### src/rtl/reset_seq_pkg.sv
// Shared definitions for the reset sequencer: FSM state encodings and
// the counter/index width helpers.
package reset_seq_pkg;

    typedef enum logic [1:0] {
        ST_ASSERT = 2'd0,
        ST_HOLD   = 2'd1,
        ST_REL    = 2'd2,
        ST_RUN    = 2'd3
    } state_e;

    function automatic int cnt_width(input int hold_cyc, input int step_cyc);
        int max_cyc;
        max_cyc = (hold_cyc > step_cyc) ? hold_cyc : step_cyc;
        return $clog2(max_cyc + 1);
    endfunction

    function automatic int idx_width(input int num_dom);
        return $clog2(num_dom + 1);
    endfunction

endpackage

### src/rtl/edge_det_rise.sv
// Rising-edge detector: registers the input and flags a low-to-high change.
module edge_det_rise (
    input  logic clk_i,
    input  logic rst_n_sync_i,
    input  logic din_s,
    output logic rise_s
);

    logic din_d_r;

    // one-cycle delayed copy of the input, cleared while in reset
    always_ff @(posedge clk_i or negedge rst_n_sync_i) begin
        if (!rst_n_sync_i) begin
            din_d_r <= 1'b0;
        end else begin
            din_d_r <= din_s;
        end
    end

    assign rise_s = din_s & ~din_d_r;

endmodule

### src/rtl/reset_seq_gen.sv
// Reset sequencer: holds all domains in reset, releases them one at a time in
// index order, and re-runs the sequence on a software request.
module reset_seq_gen
    import reset_seq_pkg::*;
#(
    parameter int NUM_DOM  = 2,
    parameter int HOLD_CYC = 16,
    parameter int STEP_CYC = 4
) (
    input  logic               clk_i,
    input  logic               rst_n_sync_i,
    input  logic               sw_rst_req_i,
    output logic               sw_rst_ack_o,
    output logic [NUM_DOM-1:0] rst_n_o,
    output logic               rst_done_o,
    output logic [1:0]         state_o
);

    localparam int CW = cnt_width(HOLD_CYC, STEP_CYC);
    localparam int IW = idx_width(NUM_DOM);

    localparam logic [CW-1:0]      HOLD_LAST = CW'(HOLD_CYC - 1);
    localparam logic [CW-1:0]      STEP_LAST = CW'(STEP_CYC - 1);
    localparam logic [CW-1:0]      CNT_ONE   = CW'(1);
    localparam logic [IW-1:0]      IDX_LAST  = IW'(NUM_DOM - 1);
    localparam logic [IW-1:0]      IDX_ONE   = IW'(1);
    localparam logic [NUM_DOM-1:0] DOM_ONE   = NUM_DOM'(1);

    state_e             state_r;
    logic [CW-1:0]      cnt_r;
    logic [IW-1:0]      idx_r;
    logic [NUM_DOM-1:0] rst_n_r;
    logic               done_r;
    logic               ack_r;
    logic               sw_pend_r;
    logic               trig_s;

    edge_det_rise u_req_edge (
        .clk_i        (clk_i),
        .rst_n_sync_i (rst_n_sync_i),
        .din_s        (sw_rst_req_i),
        .rise_s       (trig_s)
    );

    // sequencer FSM with the hold/step counter and all registered outputs
    always_ff @(posedge clk_i or negedge rst_n_sync_i) begin
        if (!rst_n_sync_i) begin
            state_r   <= ST_ASSERT;
            cnt_r     <= '0;
            idx_r     <= '0;
            rst_n_r   <= '0;
            done_r    <= 1'b0;
            ack_r     <= 1'b0;
            sw_pend_r <= 1'b0;
        end else begin
            ack_r <= 1'b0;
            case (state_r)
                ST_ASSERT: begin
                    state_r <= ST_HOLD;
                    cnt_r   <= '0;
                end
                ST_HOLD: begin
                    if (cnt_r == HOLD_LAST) begin
                        rst_n_r <= DOM_ONE;
                        cnt_r   <= '0;
                        idx_r   <= IDX_ONE;
                        if (NUM_DOM == 1) begin
                            state_r   <= ST_RUN;
                            done_r    <= 1'b1;
                            ack_r     <= sw_pend_r;
                            sw_pend_r <= 1'b0;
                        end else begin
                            state_r <= ST_REL;
                        end
                    end else begin
                        cnt_r <= cnt_r + CNT_ONE;
                    end
                end
                ST_REL: begin
                    if (cnt_r == STEP_LAST) begin
                        rst_n_r <= rst_n_r | (DOM_ONE << idx_r);
                        cnt_r   <= '0;
                        idx_r   <= idx_r + IDX_ONE;
                        if (idx_r == IDX_LAST) begin
                            state_r   <= ST_RUN;
                            done_r    <= 1'b1;
                            ack_r     <= sw_pend_r;
                            sw_pend_r <= 1'b0;
                        end else begin
                            state_r <= ST_REL;
                        end
                    end else begin
                        cnt_r <= cnt_r + CNT_ONE;
                    end
                end
                ST_RUN: begin
                    // only a fresh rising request restarts; ST_ASSERT is skipped
                    if (trig_s) begin
                        rst_n_r   <= '0;
                        done_r    <= 1'b0;
                        cnt_r     <= '0;
                        state_r   <= ST_HOLD;
                        sw_pend_r <= 1'b1;
                    end else begin
                        state_r <= ST_RUN;
                    end
                end
                default: begin
                    state_r <= ST_ASSERT;
                end
            endcase
        end
    end

    assign rst_n_o      = rst_n_r;
    assign rst_done_o   = done_r;
    assign sw_rst_ack_o = ack_r;
    assign state_o      = state_r;

endmodule

### config.mk
export PLATFORM = sky130hd
export DESIGN_NAME = reset_seq_gen
export DESIGN_NICKNAME = d
export VERILOG_FILES = /design/src/rtl/reset_seq_pkg.sv /design/src/rtl/edge_det_rise.sv /design/src/rtl/reset_seq_gen.sv
export SDC_FILE = /design/constraint.sdc
export NUM_CORES = 1
export LEC_CHECK = 0
export ABC_AREA = 1
export CAP_MARGIN = 30
export CORE_MARGIN = 2
export CORE_UTILIZATION = 64
export CTS_BUF_LIST = sky130_fd_sc_hd__clkbuf_4 sky130_fd_sc_hd__clkbuf_8
export CTS_CLUSTER_SIZE = 10
export DETAILED_ROUTE_END_ITERATION = 6
export DONT_BUFFER_PORTS = 1
export PLACE_DENSITY = 0.76
export SLEW_MARGIN = 20
export SYNTH_ARGS = -nofsm -noshare
export SYNTH_HDL_FRONTEND = slang
export SYNTH_SLANG_ARGS = --single-unit
### constraint.sdc
create_clock -name clk_i -period 1.7 [get_ports clk_i]
set_input_delay 0.255 -clock clk_i [delete_from_list [all_inputs] [get_ports clk_i]]
set_output_delay 0.255 -clock clk_i [all_outputs]
set_load 0.03 [all_outputs]
==> flow_summary.ini, run 1 <==
[worst_setup_path]
required_ns = 1.93
worstReg2RegStart = cnt_r[1]
cp.arrival_ns = 1.87
worst-setup-path-type = flip-flop to flip-flop
critPathLaunchType = flip-flop
reg2reg_slack_ns = 0.06
reg2regPathDepth = 12
cp_max_fo = 4
endpoint_kind = flip-flop
worstReg2RegEnd = rst_n_o[0]

[sta]
hold_viol_final = 0
worst_pin_slew_ns = 0.6525
final.period_utilization = 0.9652
fmax_mhz = 609.4
postLayoutSetupSlackWorst_ns = 0.05911
finalClockSkew_ns = 0.001117
min_period_ns = 1.641
maxSlewHeadroom = 0.5636
maxSlewViolCount = 0
setup_violations = 0

[yosys]
ys_warn_count = 0
avgSynthCellArea_sq_um = 8.270
synth_largest_area_cell = dfrtp_1
synth_enable_flop_cells = 0
yosysMostFrequentCell = nand2_1
synthCells = 105
ys_seq_elements = 15
synthArstFlopShare = 1.000
synth_top_area_share = 0.4323
syn_area_sq_um = 868.3
synth_area_leaders = dfrtp_1 (43%), ha_1 (13%), nand2_1 (11%), inv_1 (6.9%), nor2_1 (4.3%)
synth_ff_type = dfrtp_1
synth_sequential_area_ratio = 0.4323
ys_types = 17
synth_common_cells = nand2_1 (25), inv_1 (16), dfrtp_1 (15)
syn_nets = 117

[grt]
grt_util_met1 = 0.3220
antenna_found_initial = 0
grtUsageTotal = 0.2469
gr-usage-met2 = 0.3828
grt_overflow = 0
grt_pass1_wl_mm = 2.580
grt_busiest_layer = met2
grt_max_degree = 16
use_met3 = 0.03261
grt_pass1_vias = 621

[detailed_routing]
drt_iter0_drc = 15
routed_via_density = 5.069
firstDrtPassIters = 4
wl_per_cell_um = 12.37
vias = 664
finalWirelength_mm = 1.620
drtAntennaViolNets = 0
drc = 0

[finish]
fillers = 85
ff_latch_area_sq_um = 375.4
num_antenna_cells = 0
final_net_count = 129
area_delta_synth_final_pct = 14.55
multi_input_area_sq_um = 452.9
drive_gt1_frac = 0.1897
final_area_sq_um = 994.7

[placed_design]
hpwl_mm = 1.135
gp_congestion = 0.7684
placed_area_sq_um = 902.1
portBuffers = 0
place_ws_ns = -0.03381

[min_path]
hold_path_end = cnt_r[2]
min_path_type = primary input to flip-flop
min_from = sw_rst_req_i
min_path_cells = 3

[status]
outcome = completed

[power]
p_per_area_nw_per_um2 = 1786
ir_drop_mv = 1.174
cellLeakagePower_nw = 0.5258
p_total_w = 0.001776

[cts]
cts_tree = yes
clkLatencyLatePin_ns = 0.29
clk_pin_slew_ns = 0.09
cts_made_buffers = 3
htreeDepth = 1
cts-root-buf = clkbuf_4
clockBufferDepth = 2
numClockSinks = 15

[job]
cap_violations = 0

[die]
num_rows = 13
ios = 9
start_util = 0.6758
die_h_um = 40.84
core_area_sq_um = 1285
dieArea_sq_um = 1668
die_x_um = 40.84
worst max-delay path, cell delays in order, from the launching register on:
cell	delay (ns)
dfrtp_1	0.40
ha_2	0.19
nand2_1	0.05
inv_1	0.07
nand2_2	0.07
inv_1	0.05
ha_1	0.18
or2_4	0.26
nand2_4	0.08
nor2_4	0.04
nand2_1	0.08
nand2_1	0.06
nand2_1	0.06
how the worst max path moves through the flow:
| stage | from | endpoint | slack (ns) | cells past startpoint |
|---|---|---|---|---|
| CTS | cnt_r[0] | rst_n_o[1] | 0.003 | 12 |
| global placement | cnt_r[0] | rst_n_o[0] | 0.05 | 12 |
| global route | cnt_r[0] | rst_n_o[0] | -0.02 | 12 |
| floorplan | cnt_r[0] | rst_n_o[1] | 0.13 | 12 |
| finish | cnt_r[1] | rst_n_o[0] | 0.06 | 12 |
| detailed placement | cnt_r[0] | rst_n_o[1] | -0.03 | 12 |
per-layer routing:
metal | part of all wire | wire (um)
met3 | 0.031 | 51
met4 | 0.025 | 40
met1 | 0.47 | 767
met2 | 0.47 | 760
met5 | 0 | 0
logic make-up after synthesis:
group,after synthesis,synth area share
DFF,15,0.4323
adders and majority gates,9,0.1297
AOI/OAI and AO/OA,15,0.09510
xor gates and xnor gates,1,0.01009
buffers and inverters,16,0.06917
and+or+nand+nor,49,0.2637
state kept, by name, summed over array words and instances (netlist names):
name                flops
rst_n_o                 2
sw_pend_r               1
rst_done_o              1
state_o                 2
cnt_r                   5
idx_r                   2
sw_rst_ack_o            1
u_req_edge.din_d_r      1
cells in the final DEF, fill, tap and decap left out:
| cell type | Yosys | routed |
|---|---|---|
| nand2_4 | 2 | 3 |
| nand2_1 | 25 | 23 |
| nor2_4 | 0 | 1 |
| nand2_2 | 3 | 4 |
| or2_4 | 1 | 1 |
| a21oi_1 | 3 | 3 |
| a21oi_2 | 1 | 1 |
| xor2_1 | 1 | 1 |
| nor3b_1 | 1 | 1 |
| o21ai_2 | 1 | 1 |
| o21ai_1 | 4 | 4 |
| buf_4 | 0 | 5 |
| nand3_2 | 1 | 1 |
| dlygate4sd3_1 | 0 | 2 |
| dfrtp_1 | 15 | 15 |
| clkbuf_4 | 0 | 4 |
| ha_1 | 9 | 8 |
| o21ai_0 | 6 | 6 |
| nor2_1 | 10 | 9 |
| ha_2 | 0 | 1 |
| nand3_1 | 6 | 6 |
| inv_1 | 16 | 16 |
layout make-up:
type	count	area share
Multi-Input combinational cell	74	0.4553
Inverter	16	0.06038
Timing Repair Buffer	7	0.05786
Tap cell	15	0.01887
Clock buffer	4	0.03019
Sequential cell	15	0.3774
where the power goes:
part / switching (W) / total (W) / internal, W
clock: 0.000117 / 0.000224 / 0.000107
combinational: 0.000595 / 0.000952 / 0.000357
sequential: 0.000138 / 0.000600 / 0.000462
repair_timing:
item,CTS,global route
setup buffers,2,1
gates resized for setup,3,3
pin swaps,0,2
hold buffers,2,0
setup endpoints to repair,6,9
hold endpoints to repair,16,0
per-stage QoR:
step	utilization	setup TNS (ns)	hold slack (ns)	instances
3_5_place_dp	0.7020	-0.06743	-0.04023	122
5_1_grt	0.7741	-0.09549	0.3074	131
2_1_floorplan	-	0	-0.04059	105
4_1_cts	0.7585	0	0.2652	130
6_report	0.7741	0	0.2775	131
3_3_place_gp	0.7020	0	-0.04031	122
Power figures use the tool's default switching activity.
==> inputs of run 2 (changes only) <==
--- a/config.mk
+++ b/config.mk
@@ -7,8 +7,10 @@
 export LEC_CHECK = 0
 export ABC_AREA = 1
 export CAP_MARGIN = 30
+export CELL_PAD_IN_SITES_DETAIL_PLACEMENT = 1
+export CELL_PAD_IN_SITES_GLOBAL_PLACEMENT = 1
 export CORE_MARGIN = 2
-export CORE_UTILIZATION = 64
+export CORE_UTILIZATION = 48
 export CTS_BUF_LIST = sky130_fd_sc_hd__clkbuf_4 sky130_fd_sc_hd__clkbuf_8
 export CTS_CLUSTER_SIZE = 10
 export DETAILED_ROUTE_END_ITERATION = 6
==> flow_summary.ini, run 2 (synthesized netlist as in run 1, its figures left out) <==
[power]
p_sw_frac = 0.4947
combPwrFrac = 0.545
pwr-share-seq = 0.337
p_switching_w = 0.0009018
ir_drop_mv = 1.029
clkPwrFrac = 0.118
p_total_w = 0.001823
p_per_area_nw_per_um2 = 1762
cellLeakagePower_nw = 0.5287
cell_internal_pwr_w = 0.0009211

[sta]
finalClockSkew_ns = 0.006082
setup_violations = 0
fmax_mhz = 610.5
setup_tns_ns = 0
min_period_ns = 1.638
final.period_utilization = 0.9635
maxSlewViolCount = 0
worst_pin_slew_ns = 0.6914
hold_viol_final = 0
maxSlewHeadroom = 0.5375

[finish]
drive_gt1_frac = 0.2712
ff_latch_area_sq_um = 375.4
largest_reg_flops = 5
num_antenna_cells = 0
fillers = 209
final_common_cell = nand2_1
final_net_count = 131
top_register = cnt_r
final_cell_mix = nand2_1 (19), dfrtp_1 (15), inv_1 (14)
multi_input_area_sq_um = 467.9
area_delta_synth_final_pct = 19.16

[grt]
grt_pass1_wl_mm = 2.939
grt_max_degree = 16
grt_pass1_vias = 701
antenna_found_initial = 0
grt_overflow = 0
grtUsageTotal = 0.2008

[detailed_routing]
vias = 703
finalWirelength_mm = 1.873
drtAntennaViolNets = 0
drc = 0
wl_per_cell_um = 13.10
routed_via_density = 4.916
drt_iter0_drc = 3
firstDrtPassIters = 3

[cts]
numClockSinks = 15
cts_tree = yes
htreeDepth = 1
clkLatencyLatePin_ns = 0.30
cts_made_buffers = 3
clk_pin_slew_ns = 0.09
clockBufferDepth = 2
cts-root-buf = clkbuf_4

[worst_setup_path]
endpoint_kind = flip-flop
crit_top_cell = nand2_2
required_ns = 1.92
crit_path_max_incr_delay_ns = 0.41
worstReg2RegStart = cnt_r[0]
crit_path_cell_trace = ha_2 > nand2_2 > inv_2 > nand2_2 > inv_2 > ha_2 > or2_4 > nand2_4 > nand2_2 > a21oi_1
path_delay_family = simple AND/OR/NAND/NOR gates
cp.arrival_ns = 1.86
cpMaxStageDelayCell = dfrtp_1
startpoint = cnt_r[0]
crit_buf_inv = 2
worst-setup-path-type = flip-flop to flip-flop
critPathLaunchType = flip-flop
cp_max_fo = 6

[min_path]
min_path_type = primary input to flip-flop
min_from = sw_rst_req_i

[die]
start_util = 0.5084
num_rows = 15
core_area_sq_um = 1708
dieArea_sq_um = 2165
ios = 9
die_h_um = 46.53
die_x_um = 46.53

[placed_design]
gp_congestion = 0.8114
hpwl_mm = 1.313
portBuffers = 0

[status]
outcome = completed

[job]
cap_violations = 0
[run 2: changes by cell type in the layout (fill, tap and decap cells not counted), sizes merged]
| cell | delta |
|---|---|
| buf | +2 |
| clkbuf | -1 |
| clkinv | +1 |
[run 2: power groups by stage]
stage | Combinational, W | Clock, W | Sequential [W]
final | 0.000994 | 0.000215 | 0.000614
after floorplan | 0.000640 | 0 | 0.000641
after CTS | 0.000945 | 0.000221 | 0.000614
after global placement | 0.000862 | 0 | 0.000613
after detailed placement | 0.000885 | 0 | 0.000621
after global routing | 0.00113 | 0.000235 | 0.000627
[run 2: per-stage QoR]
step / utilization / cell area (sq um) / hold slack (ns) / setup slack (ns) / instances
final: 0.6059 / 1035 / 0.2927 / 0.06209 / 143
after global routing: 0.6059 / 1035 / 0.3003 / -0.03998 / 143
after CTS: 0.5766 / 984.7 / 0.2467 / 0.001240 / 140
after detailed placement: 0.5399 / 922.1 / -0.04022 / -0.007683 / 133
after global placement: 0.5399 / 922.1 / -0.04029 / 0.05747 / 133
after floorplan: - / 868.3 / -0.04059 / 0.1337 / 105
[run 2: what timing repair did]
action / in CTS / in global routing
pin swaps: 1 / 5
endpoints found under the hold margin: 16 / 0
endpoints found under the setup margin: 5 / 10
resized for setup: 3 / 11
hold buffers: 2 / 0
buffers inserted: 1 / 3
gates cloned: 0 / 0
[run 2: worst paths after layout]
path                                    to  slack [ns]  cells past startpoint
worst max-delay path              cnt_r[2]        0.06                     10
worst min-delay path              cnt_r[2]        0.29                      3
worst max register to register    cnt_r[2]        0.06                     10
worst min register to register    idx_r[1]        0.51                      2
max in group asynchronous       rst_done_o        0.82                      1
min in group asynchronous       rst_n_o[0]        0.43                      1
[run 2: tightest hold or removal path, stage by stage]
cell and delay, ns:
nand2_1 0.05, nand2_2 0.15, a21oi_1 0.10
[run 2: cell type report]
cell class / count / share of cell area
Clock buffer: 3 / 0.02177
Clock inverter: 1 / 0.004837
Inverter: 16 / 0.05804
Multi-Input combinational cell: 74 / 0.4522
Sequential cell: 15 / 0.3628
Tap cell: 25 / 0.03023
Timing Repair Buffer: 9 / 0.07013
[run 2: routing by layer]
layer  wire, um  GRT usage  up-vias
met2        962     0.3389        8
met3         39    0.03922        3
met4         26     0.1029        0
met5          0          0        -
met1        844     0.2381      337
li1           -          -      355
==> inputs of run 3 (changes only) <==
--- a/config.mk
+++ b/config.mk
@@ -9,6 +9,7 @@
 export CAP_MARGIN = 30
 export CELL_PAD_IN_SITES_DETAIL_PLACEMENT = 1
 export CELL_PAD_IN_SITES_GLOBAL_PLACEMENT = 1
+export CORE_ASPECT_RATIO = 1.2
 export CORE_MARGIN = 2
 export CORE_UTILIZATION = 48
 export CTS_BUF_LIST = sky130_fd_sc_hd__clkbuf_4 sky130_fd_sc_hd__clkbuf_8
==> flow_summary.ini, run 3 (synthesized netlist as in run 1, its figures left out) <==
[finish]
final_area_sq_um = 1005
final_net_count = 129
final_common_cell = nand2_1
largest_reg_flops = 5
num_antenna_cells = 0
final_cell_mix = nand2_1 (22), inv_1 (15), dfrtp_1 (15)
drive_gt1_frac = 0.2241
area_delta_synth_final_pct = 15.71
top_register = cnt_r

[worst_setup_path]
cp.arrival_ns = 1.80
crit_path_cell_trace = ha_2 > nand2_1 > inv_2 > nand2_2 > inv_1 > ha_1 > or2_4 > nand2_4 > nor2_4 > nand2_2 > nand2_1 > nand2_1
cp_max_fo = 4
crit_path_max_incr_delay_ns = 0.39
reg2reg_slack_ns = 0.13
crit_top_cell = nand2_1
worstReg2RegEnd = rst_n_o[0]
worstReg2RegStart = cnt_r[1]
endpoint_kind = flip-flop
required_ns = 1.93
crit_buf_inv = 2
worst-setup-path-type = flip-flop to flip-flop
critPathLaunchType = flip-flop
reg2regPathDepth = 12
cpMaxStageDelayCell = dfrtp_1
path_delay_family = simple AND/OR/NAND/NOR gates

[min_path]
min_path_type = primary input to flip-flop
min_from = sw_rst_req_i
min_path_cells = 3
hold_path_end = cnt_r[2]

[sta]
min_period_ns = 1.574
hold_viol_final = 0
fmax_mhz = 635.3
maxSlewViolCount = 0
setup_tns_ns = 0
finalClockSkew_ns = 0.004787
final.period_utilization = 0.9260
worst_pin_slew_ns = 0.6802
maxSlewHeadroom = 0.5450
setup_violations = 0

[detailed_routing]
drc = 0
finalWirelength_mm = 1.910
firstDrtPassIters = 4
drt_iter0_drc = 13
drtAntennaViolNets = 0
routed_via_density = 5.321
vias = 713
wl_per_cell_um = 14.25

[status]
outcome = completed

[job]
cap_violations = 0

[die]
die_x_um = 42.83
dieArea_sq_um = 2167
start_util = 0.5226
core_area_sq_um = 1662
ios = 9
num_rows = 16
die_h_um = 50.59

[grt]
antenna_found_initial = 0
grt_pass1_vias = 750
grt_overflow = 0
grt_max_degree = 16
grtUsageTotal = 0.1990
grt_pass1_wl_mm = 3.243

[placed_design]
hpwl_mm = 1.386
portBuffers = 0
gp_congestion = 0.7600
placed_area_sq_um = 905.9

[cts]
cts_made_buffers = 3
numClockSinks = 15
cts_tree = yes
clkLatencyLatePin_ns = 0.29
clockBufferDepth = 2
htreeDepth = 1
cts-root-buf = clkbuf_4
clk_pin_slew_ns = 0.09

[power]
ir_drop_mv = 0.7707
cellLeakagePower_nw = 0.5229
p_per_area_nw_per_um2 = 1817
-- run 3: per-stage QoR --
stage	total power [W]	util	hold slack, ns	cells	setup slack, ns
after global placement	0.001476	0.5452	-0.04029	125	0.03698
after floorplan	0.001281	-	-0.04059	105	0.1337
after global routing	0.001991	0.6047	0.2987	134	-0.0001286
after detailed placement	0.001518	0.5452	-0.04026	125	-0.02816
after CTS	0.001777	0.5858	0.2560	133	0.006818
final	0.001826	0.6047	0.2728	134	0.1258
-- run 3: report_power, final --
group / internal [W] / leakage (nW) / switching (W)
Sequential: 0.000462 / 0.192 / 0.000139
Combinational: 0.000367 / 0.313 / 0.000645
Clock: 0.0000874 / 0.0177 / 0.000125
Total: 0.000916 / 0.523 / 0.000910
-- run 3: how the worst max path moves through the flow --
stage | from | to | slack [ns] | cells past startpoint
after floorplan | cnt_r[0] | rst_n_o[1] | 0.13 | 12
after global routing | cnt_r[1] | rst_n_o[0] | -0.0001 | 12
after CTS | cnt_r[0] | rst_n_o[1] | 0.007 | 12
after detailed placement | cnt_r[0] | rst_n_o[1] | -0.03 | 12
after global placement | cnt_r[0] | rst_n_o[1] | 0.04 | 12
final | cnt_r[1] | rst_n_o[0] | 0.13 | 12
-- run 3: worst register-to-register path: stages, from the launching register on --
cell and delay, ns:
dfrtp_1 0.39, ha_2 0.19, nand2_1 0.07, inv_2 0.04, nand2_2 0.06, inv_1 0.04, ha_1 0.16, or2_4 0.26
nand2_4 0.08, nor2_4 0.04, nand2_2 0.07, nand2_1 0.05, nand2_1 0.06
-- run 3: layout make-up --
type	count	area (sq um)
Clock buffer	3	22.52
Fill cell	206	656.9
Sequential cell	15	375.4
Tap cell	18	22.52
Clock inverter	1	5.005
Inverter	16	60.06
Multi-Input combinational cell	74	461.7
Timing Repair Buffer	7	57.56
-- run 3: repair_timing --
item / 4_1_cts / 5_1_grt
gates resized for setup: 2 / 8
hold endpoints to repair: 16 / 0
pin swaps: 0 / 3
buffers inserted: 2 / 1
setup endpoints to repair: 3 / 9
hold buffers: 2 / 0
-- run 3: per-layer routing --
| metal | share of wire | track usage | up-vias |
|---|---|---|---|
| met5 | 0 | 0 | - |
| met4 | 0.012 | 0.04688 | 0 |
| met3 | 0.020 | 0.02158 | 4 |
| met2 | 0.53 | 0.3788 | 12 |
| met1 | 0.44 | 0.2313 | 348 |
| li1 | - | - | 349 |
